## config.mk

```make
export PLATFORM = sky130hd
export DESIGN_NAME = func_seq
export DESIGN_NICKNAME = d
export VERILOG_FILES = /design/src/rtl/func_seq_pkg.sv /design/src/rtl/func_seq_dec.sv /design/src/rtl/func_seq.sv
export SDC_FILE = /design/constraint.sdc
export NUM_CORES = 1
export LEC_CHECK = 0
export ABC_CLOCK_PERIOD_IN_PS = 3590
export CAP_MARGIN = 25
export CELL_PAD_IN_SITES_DETAIL_PLACEMENT = 1
export CELL_PAD_IN_SITES_GLOBAL_PLACEMENT = 1
export CORE_UTILIZATION = 33
export DETAILED_ROUTE_END_ITERATION = 12
export HOLD_SLACK_MARGIN = 0.12
export PLACE_DENSITY = 0.91
export RECOVER_POWER = 100
export SLEW_MARGIN = 10
export SYNTH_ARGS = -nofsm -noshare
export SYNTH_HDL_FRONTEND = slang
export SYNTH_SLANG_ARGS = --single-unit
```

## constraint.sdc

```tcl
create_clock -name clk -period 3.59 [get_ports clk]
set_clock_uncertainty 0.2 [all_clocks]
set_input_delay 0.359 -clock clk [delete_from_list [all_inputs] [get_ports clk]]
set_output_delay 0.359 -clock clk [all_outputs]
set_load 0.01 [all_outputs]
```

## src/rtl/func_seq_pkg.sv

```systemverilog
// Shared constants for the func_seq instruction sequencer: FSM state codes,
// MSP430 register-mode opcode fields and functional-unit select prefixes.
package func_seq_pkg;

  typedef logic [2:0] state_t;

  localparam state_t ST_IDLE = 3'd0;
  localparam state_t ST_READ = 3'd1;
  localparam state_t ST_EXEC = 3'd2;
  localparam state_t ST_WB   = 3'd3;
  localparam state_t ST_TRAP = 3'd4;

  localparam logic [3:0] FS_SHIFT    = 4'b1000;
  localparam logic [5:0] FMT2_PREFIX = 6'b000100;

  localparam logic [2:0] OPC_RRC  = 3'd0;
  localparam logic [2:0] OPC_SWPB = 3'd1;
  localparam logic [2:0] OPC_RRA  = 3'd2;
  localparam logic [2:0] OPC_SXT  = 3'd3;

  localparam logic [3:0] OP_MOV = 4'h4;
  localparam logic [3:0] OP_CMP = 4'h9;
  localparam logic [3:0] OP_BIT = 4'hB;
  localparam logic [3:0] OP_BIC = 4'hC;
  localparam logic [3:0] OP_BIS = 4'hD;

  function automatic logic is_fmt1(input logic [3:0] op);
    return op >= OP_MOV;
  endfunction

endpackage

```

## src/rtl/func_seq_dec.sv

```systemverilog
// Combinational decode of a latched MSP430 word into functional-unit select,
// operand registers and write-back enables; non-register modes are illegal.
module func_seq_dec
  import func_seq_pkg::*;
(
  input  logic [15:0] instr,
  output logic [5:0]  fs,
  output logic        bw,
  output logic [3:0]  src,
  output logic [3:0]  dst,
  output logic        rf_wr,
  output logic        sr_wr,
  output logic        illegal
);

  logic [3:0] op;
  assign op = instr[15:12];

  // NOTE: every output gets a default before the branches so no latch is inferred.
  always_comb begin
    fs      = '0;
    bw      = 1'b0;
    src     = '0;
    dst     = '0;
    rf_wr   = 1'b0;
    sr_wr   = 1'b0;
    illegal = 1'b1;
    if (is_fmt1(op)) begin
      fs      = {2'b00, op};
      bw      = instr[6];
      src     = instr[11:8];
      dst     = instr[3:0];
      illegal = instr[7] | (instr[5:4] != 2'b00);
      rf_wr   = !(op == OP_CMP || op == OP_BIT);
      sr_wr   = !(op == OP_MOV || op == OP_BIC || op == OP_BIS);
    end else if (instr[15:10] == FMT2_PREFIX) begin
      fs      = {FS_SHIFT, instr[8:7]};
      bw      = instr[6];
      src     = instr[3:0];
      dst     = instr[3:0];
      // opc above SXT (PUSH, CALL, RETI) has instr[9] set
      illegal = instr[9] | (instr[5:4] != 2'b00);
      rf_wr   = 1'b1;
      sr_wr   = (instr[9:7] != OPC_SWPB);
    end
    if (illegal) begin
      rf_wr = 1'b0;
      sr_wr = 1'b0;
    end
  end

endmodule

```

## src/rtl/func_seq.sv

```systemverilog
// Single-issue IDLE/READ/EXEC/WB sequencer driving the functional unit.
// Optional FUNC_SEQ_ILLEGAL_TRAP_EN: illegal words lock into TRAP until rst.
module func_seq
  import func_seq_pkg::*;
#(
  parameter int SIZE = 16
) (
  input  logic            clk,
  input  logic            rst,
  input  logic            instr_valid,
  output logic            instr_ready,
  input  logic [15:0]     instr,
  output logic [3:0]      rf_src_addr,
  output logic [3:0]      rf_dst_addr,
  input  logic [SIZE-1:0] rf_src_data,
  input  logic [SIZE-1:0] rf_dst_data,
  output logic [SIZE-1:0] fu_a,
  output logic [SIZE-1:0] fu_b,
  output logic [5:0]      fu_fs,
  output logic            fu_cin,
  output logic            fu_bw,
  input  logic [SIZE-1:0] fu_f,
  input  logic [3:0]      fu_cvnz,
  output logic            rf_we,
  output logic [3:0]      rf_waddr,
  output logic [SIZE-1:0] rf_wdata,
  output logic            sr_we,
  output logic [3:0]      sr_cvnz,
  input  logic            sr_c,
  output logic            done,
  output logic            err
);

  state_t          state_q, state_d;
  logic [15:0]     instr_q, instr_d;
  logic [SIZE-1:0] fu_a_q, fu_a_d, fu_b_q, fu_b_d, f_q, f_d;
  logic [5:0]      fu_fs_q, fu_fs_d;
  logic            fu_bw_q, fu_bw_d, fu_cin_q, fu_cin_d;
  logic            bw_q, bw_d, rf_wr_q, rf_wr_d, sr_wr_q, sr_wr_d, illegal_q, illegal_d;
  logic [3:0]      waddr_q, waddr_d, cvnz_q, cvnz_d;

  logic [5:0] dec_fs;
  logic       dec_bw, dec_rf_wr, dec_sr_wr, dec_illegal;
  logic [3:0] dec_src, dec_dst;

  func_seq_dec u_dec (
    .instr   (instr_q),
    .fs      (dec_fs),
    .bw      (dec_bw),
    .src     (dec_src),
    .dst     (dec_dst),
    .rf_wr   (dec_rf_wr),
    .sr_wr   (dec_sr_wr),
    .illegal (dec_illegal)
  );

  always_comb begin
    state_d   = state_q;
    instr_d   = instr_q;
    fu_a_d    = fu_a_q;
    fu_b_d    = fu_b_q;
    fu_fs_d   = fu_fs_q;
    fu_bw_d   = fu_bw_q;
    fu_cin_d  = fu_cin_q;
    bw_d      = bw_q;
    rf_wr_d   = rf_wr_q;
    sr_wr_d   = sr_wr_q;
    illegal_d = illegal_q;
    waddr_d   = waddr_q;
    f_d       = f_q;
    cvnz_d    = cvnz_q;
    case (state_q)
      ST_IDLE: begin
        if (instr_valid) begin
          instr_d = instr;
          state_d = ST_READ;
        end
      end
      ST_READ: begin
        fu_a_d    = rf_src_data;
        fu_b_d    = rf_dst_data;
        fu_fs_d   = dec_fs;
        fu_bw_d   = dec_bw;
        fu_cin_d  = sr_c;
        bw_d      = dec_bw;
        rf_wr_d   = dec_rf_wr;
        sr_wr_d   = dec_sr_wr;
        illegal_d = dec_illegal;
        waddr_d   = dec_dst;
        state_d   = ST_EXEC;
      end
      ST_EXEC: begin
        f_d      = fu_f;
        cvnz_d   = fu_cvnz;
        // operands are only presented to the functional unit during EXEC
        fu_a_d   = '0;
        fu_b_d   = '0;
        fu_fs_d  = '0;
        fu_bw_d  = 1'b0;
        fu_cin_d = 1'b0;
        state_d  = ST_WB;
      end
`ifdef FUNC_SEQ_ILLEGAL_TRAP_EN
      ST_WB:   state_d = illegal_q ? ST_TRAP : ST_IDLE;
      ST_TRAP: state_d = ST_TRAP;
`else
      ST_WB:   state_d = ST_IDLE;
`endif
      default: state_d = ST_IDLE;
    endcase
  end

  // NOTE: sequential state uses non-blocking assignments only.
  always_ff @(posedge clk or posedge rst) begin
    if (rst) begin
      state_q   <= ST_IDLE;
      instr_q   <= '0;
      fu_a_q    <= '0;
      fu_b_q    <= '0;
      fu_fs_q   <= '0;
      fu_bw_q   <= 1'b0;
      fu_cin_q  <= 1'b0;
      bw_q      <= 1'b0;
      rf_wr_q   <= 1'b0;
      sr_wr_q   <= 1'b0;
      illegal_q <= 1'b0;
      waddr_q   <= '0;
      f_q       <= '0;
      cvnz_q    <= '0;
    end else begin
      state_q   <= state_d;
      instr_q   <= instr_d;
      fu_a_q    <= fu_a_d;
      fu_b_q    <= fu_b_d;
      fu_fs_q   <= fu_fs_d;
      fu_bw_q   <= fu_bw_d;
      fu_cin_q  <= fu_cin_d;
      bw_q      <= bw_d;
      rf_wr_q   <= rf_wr_d;
      sr_wr_q   <= sr_wr_d;
      illegal_q <= illegal_d;
      waddr_q   <= waddr_d;
      f_q       <= f_d;
      cvnz_q    <= cvnz_d;
    end
  end

  logic in_read, in_wb;
  assign in_read = (state_q == ST_READ);
  assign in_wb   = (state_q == ST_WB);

  assign instr_ready = (state_q == ST_IDLE);
  assign rf_src_addr = in_read ? dec_src : 4'h0;
  assign rf_dst_addr = in_read ? dec_dst : 4'h0;

  assign fu_a   = fu_a_q;
  assign fu_b   = fu_b_q;
  assign fu_fs  = fu_fs_q;
  assign fu_bw  = fu_bw_q;
  assign fu_cin = fu_cin_q;

  assign rf_we    = in_wb & rf_wr_q;
  assign rf_waddr = in_wb ? waddr_q : 4'h0;
  assign rf_wdata = !in_wb ? '0 : (bw_q ? {{(SIZE-8){1'b0}}, f_q[7:0]} : f_q);
  assign sr_we    = in_wb & sr_wr_q;
  assign sr_cvnz  = in_wb ? cvnz_q : 4'h0;
  assign done     = in_wb & ~illegal_q;
`ifdef FUNC_SEQ_ILLEGAL_TRAP_EN
  assign err      = (in_wb & illegal_q) | (state_q == ST_TRAP);
`else
  assign err      = in_wb & illegal_q;
`endif

endmodule

```

# Word-level counts from Yosys, hierarchy flattened
# Index checks and enable logic that the tools add are counted.
[totals] reg_bits=87 inputBits=72 word_cells=70
[classes] magnitude_cmp=1 n_eq_ne=11 muxes=28 n_bitwise=7 n_reduce_logical=9
[ops] cell="case mux 16 bit (2 select lines)" count=2
[ops] cell="2-to-1 mux 16 bit" count=2
[ops] cell="2-to-1 mux 4 bit" count=7
[ops] cell="== test 4 bit (second input constant)" count=4
[ops] cell="2-to-1 mux 6 bit" count=2
[ops] cell="case mux 6 bit (2 select lines)" count=1
[ops] cell="2-to-1 mux 1 bit" count=10
[ops] cell="case mux 3 bit (3 select lines)" count=1
[ops] cell="== test 3 x 2 -> 1 bit (second input constant)" count=2
[ops] cell="== test 6 x 3 -> 1 bit (second input constant)" count=1
[ops] cell="bitwise AND 1 bit" count=4
[ops] cell="== test 4 x 3 -> 1 bit (second input constant)" count=1
[ops] cell="greater-or-equal comparator 4 x 3 -> 1 bit (second input constant)" count=1
[ops] cell="case mux 1 bit (2 select lines)" count=2
[ops] cell="nonzero test 2 bit" count=2
[ops] cell="== test 3 x 1 -> 1 bit (second input constant)" count=1
[ops] cell="logical NOT 3 bit" count=1
[ops] cell="logical OR 1 bit" count=3
[ops] cell="2-to-1 mux 3 bit" count=1
[ops] cell="inequality test 3 x 1 -> 1 bit (second input constant)" count=1
[ops] cell="logical NOT 1 bit" count=2
[ops] cell="inequality test 2 bit (second input constant)" count=1
[ops] cell="bitwise OR 1 bit" count=2
[ops] cell="AND reduction 2 bit" count=1
[ops] cell="NOT 1 bit" count=1

# Longest topological paths before layout
[depth] word_depth=6 ltp_mapped=7

# Hierarchy
# A second synthesis with hierarchy kept.
[hier_totals] cells_unflattened=273 area_unflattened_um2=3767.4
[modules_own_cells] mod="func_seq" instances=1 cells_per_inst=239 area_per_inst_um2=3533.4
[modules_own_cells] mod="func_seq_dec" instances=1 cells_per_inst=34 area_per_inst_um2=234.0

# Least setup slack after synthesis
# OpenSTA, ideal clock, no wires.
[synth_timing] path_type="reg-to-output" from="register state_q[1]" to="output rf_src_addr[2]" arrival_time_ps=1355 t_required_ps=3031 slack_ps=1676 path_stages_with_launch=6 n_path_buf=2 path_cell_list="dfrtp_1 -> inv_1 -> ha_1 -> buf_1 -> clkbuf_1 -> nor2b_1"
[synth_between] elab_chain_cells=2
[synth_rtl] element="start, declared" line_no="func_seq.sv:34" text="state_t state_q, state_d;"
[synth_rtl] element="start signal, assigned" line_no="func_seq.sv:131" text="state_q <= state_d;"
[synth_rtl] element="== test 3 x 1 -> 1 bit" line_no="func_seq.sv:149" text="assign in_read = (state_q == ST_READ);"
[synth_rtl] element="2-to-1 mux 4 bit" line_no="func_seq.sv:153" text="assign rf_src_addr = in_read ? dec_src : 4'h0;"
[synth_rtl] element="end, declared" line_no="func_seq.sv:13" text="output logic [3:0] rf_src_addr,"
# No other way between the ends.

# Final worst setup path
[layout_timing] from="register instr_q[15]" to="output rf_dst_addr[0]"
[layout_between] elab_chain_cells=4 elab_cells_between_ends=5
[layout_rtl] element="start, declared" line_no="func_seq.sv:35" text="logic [15:0] instr_q, instr_d;"
[layout_rtl] element="start signal, assigned" line_no="func_seq.sv:132" text="instr_q <= instr_d;"
[layout_rtl] element="parallel branches: the longest is 2 deep, another holds greater-or-equal comparator 4 x 3 -> 1 bit"
[layout_rtl] element="2-to-1 mux 4 bit *" line_no="func_seq_dec.sv:28" text="if (is_fmt1(op)) begin"
[layout_rtl] element="2-to-1 mux 4 bit *" line_no="func_seq.sv:154" text="assign rf_dst_addr = in_read ? dec_dst : 4'h0;"
[layout_rtl] element="end, declared" line_no="func_seq.sv:14" text="output logic [3:0] rf_dst_addr,"
# Mark *: on every way between the ends.

==> run_results.csv <==
group,metric,value,unit
critical_path,critPathMaxStageDelay,0.69,ns
timing,finalCritPeriodShare,0.8572,
timing,rsz0062_at_grt,"no",
global_route,grt_pass1_vias,3016,
clocking,cts_hold_buf,0,
synthesis,ys_ff_latch,85,
layout,seq_area,0.002127,sq mm
clocking,cts_root_buf,"clkbuf_8",
layout,fin_util,0.5133,
global_route,grt_max_degree,55,
pwr,power_leakage,2.380,nW
floorplanning,core_area,0.01042,sq mm
synthesis,yosys_warnings,0,
pwr,power_density,848.9,mW/mm^2
critical_path,crit_cells,4,
placement,gp_congestion,0.7979,
layout,stdcell_count,567,
clocking,cts_buffer_depth,2,
worst_hold_path,min_path_type,"flip-flop to flip-flop",
clocking,cts.sinks,85,
layout,multiInputGateArea,0.001294,sq mm
global_route,grt_usage,0.1815,
placement,place_area,0.005179,sq mm
route,routed.top_layer,"met4",
global_route,grt_pass1_wl,15.80,mm
floorplanning,ios,149,
clocking,cts_htree_levels,3,
synthesis,yosys.area.top_type,"dfrtp_1",
global_route,grt_overflow,0,
layout,diodes,0,
placement,dpl.hpwl,7.247,mm
synthesis,synth_area_leaders,"dfrtp_1 (60%), mux2_2 (11%), a22o_1 (8.6%), and2_1 (4.7%), inv_1 (1.6%)",
synthesis,synth_edf_count,0,
clocking,cts_tree,"yes",
worst_hold_path,whs_path_depth,1,
pwr,max-vdd-ir-drop,0.3531,mV
route,viasPerCell,4.937,
timing,slew_headroom,0.2585,
timing,hold-worst-slack,0.3039,ns
layout,nNetsFinal,503,
critical_path,cp_max_fo,10,
route,drc_errors,0,
timing,hold_violations,0,
layout,final_common_cell,"dfrtp_1",
floorplanning,fp.dieArea,0.01121,sq mm
critical_path,crit_type,"flip-flop to output port",
clocking,cts_resized,0,
critical_path,slowest_stage,"a21oi_1",
clocking,clock_latency,0.34,ns
route,drtIter0Drc,89,
critical_path,cp-end-kind,"output port",
synthesis,synthArstFlopShare,1.000,
clocking,postCtsSetupBuffers,0,
timing,setup_viol,0,
route,wl_met2,5.135,mm
timing,finalSetupTns,0,ns
timing,fin_crit,3.077,ns
critical_path,reg2regPathDepth,6,
pwr,finalPower,4.539,mW
synthesis,avgSynthCellArea,12.81,sq um
floorplanning,num_rows,37,
synthesis,synth_cell_types,31,
route,wl_met1,4.099,mm
critical_path,path_buf_inv,1,
route,drtPass1Iterations,4,
critical_path,path_delay_family,"compound AO/OA/AOI/OAI gates",
floorplanning,initial_core_util,0.3420,
placement,post-place-ws,1.119,ns
job,maxCapViolCount,0,
synthesis,synth_area,0.003562,sq mm
critical_path,crit_path_start_kind,"flip-flop",
route,vias,2799,
clocking,clk_pin_slew,0.08,ns
timing,max_freq,325.0,MHz
route,drt-total-wl,9.848,mm
placement,port_buffers,147,
synthesis,synthCells,278,
layout,area_growth,50.09,%
critical_path,cp_data_required_time,3.03,ns
synthesis,ys.flop_type,"dfrtp_1",
synthesis,syn-num-nets,354,
timing,worstMarginPinSlew,1.112,ns
floorplanning,die_h,105.9,um
timing,maxSlewViolCount,0,
clocking,numCtsBuffers,9,
route,wire_per_inst,17.37,um
critical_path,r2r_setup_slack,0.76,ns
placement,dp.cells,550,
layout,layout_common_cells,"dfrtp_1 (85), clkdlybuf4s50_1 (82), dlygate4sd3_1 (66)",
route,met3_length,426,um
floorplanning,die_width,105.9,um
layout,fillerInstances,1090,
status,status,"finished, final reports clean",
critical_path,crit_arrival,2.52,ns
synthesis,yosysSeqAreaShare,0.5971,
timing,layout_setup_ws,0.5126,ns
layout,drive_above_1_share,0.1323,
synthesis,yosysTopAreaCellShare,0.5971,
layout,fin_area,0.005346,sq mm
global_route,antenna_found_initial,0,
route,postRouteAntennaNets,0,
critical_path,crit_chain,"or2_0 -> a21oi_1 -> nor2_1 -> clkdlybuf4s50_1",
==> flip-flops by register name (all words and copies together), names as in the netlist, 2 cells and up <==
signal	count
cvnz_q	4
f_q	16
fu_a	16
fu_b	16
fu_fs	5
instr_q	16
state_q	2
waddr_q	4
==> cells in the mapped netlist (all sizes together), types with 2 or more instances <==
master and instances:
buf 11, o22ai 6, nor2b 8, a22o 35, clkbuf 6, inv 15
nor2 6, nand2 10, nand2b 2, a32oi 6, and2 27, ha 4
o21ai 8, mux2 36, dfrtp 85
==> where the power goes <==
| part | leakage [nW] | total, mW | switching [mW] | internal, mW |
|---|---|---|---|---|
| Combinational | 1.25 | 2.18 | 1.05 | 1.13 |
| Clock | 0.0854 | 0.655 | 0.338 | 0.318 |
| Sequential | 1.04 | 1.70 | 0.286 | 1.42 |
==> layer usage <==
metal	global-route usage	vias to the layer above
met4	0.06845	0
met1	0.2250	1408
met2	0.3133	93
li1	-	1284
met5	0	-
met3	0.03495	14
==> worst register-to-register path, cell delays in order (launching register included) <==
cell and delay, ns:
dfrtp_1 0.41, inv_1 0.08, ha_1 0.32, nor2b_1 0.69, clkbuf_2 0.68, a32oi_1 0.23, o21ai_0 0.13
==> final timing paths <==
path | startpoint | end
max | instr_q[15]$_DFFE_PP0P_ | rf_dst_addr[0]
min | f_q[5]$_DFFE_PP0P_ | f_q[5]$_DFFE_PP0P_
max reg2reg | state_q[0]$_DFFE_PP0P_ | fu_fs[0]$_DFFE_PP0P_
min reg2reg | f_q[5]$_DFFE_PP0P_ | f_q[5]$_DFFE_PP0P_
max in group asynchronous | rst | f_q[14]$_DFFE_PP0P_
min in group asynchronous | rst | fu_b[5]$_DFFE_PP0P_
==> cells by family after synthesis <==
logic type,Yosys count,synth area share
adders and majority gates,4,0.01405
other,1,0.001053
DFF,85,0.5971
muxes,36,0.1138
AOI/OAI and AO/OA,61,0.1384
buffers and inverters,32,0.03863
and+or+nand+nor,59,0.09694
==> final cells by class <==
class | instances | share of cell area
timing repair buffer | 155 | 0.2836
multi-input combinational | 161 | 0.2420
clock inverter | 4 | 0.009361
inverter | 15 | 0.01077
sequential | 85 | 0.3978
clock buffer | 11 | 0.02457
tap | 136 | 0.03183
Note: power is estimated with default switching activity, not from simulation.
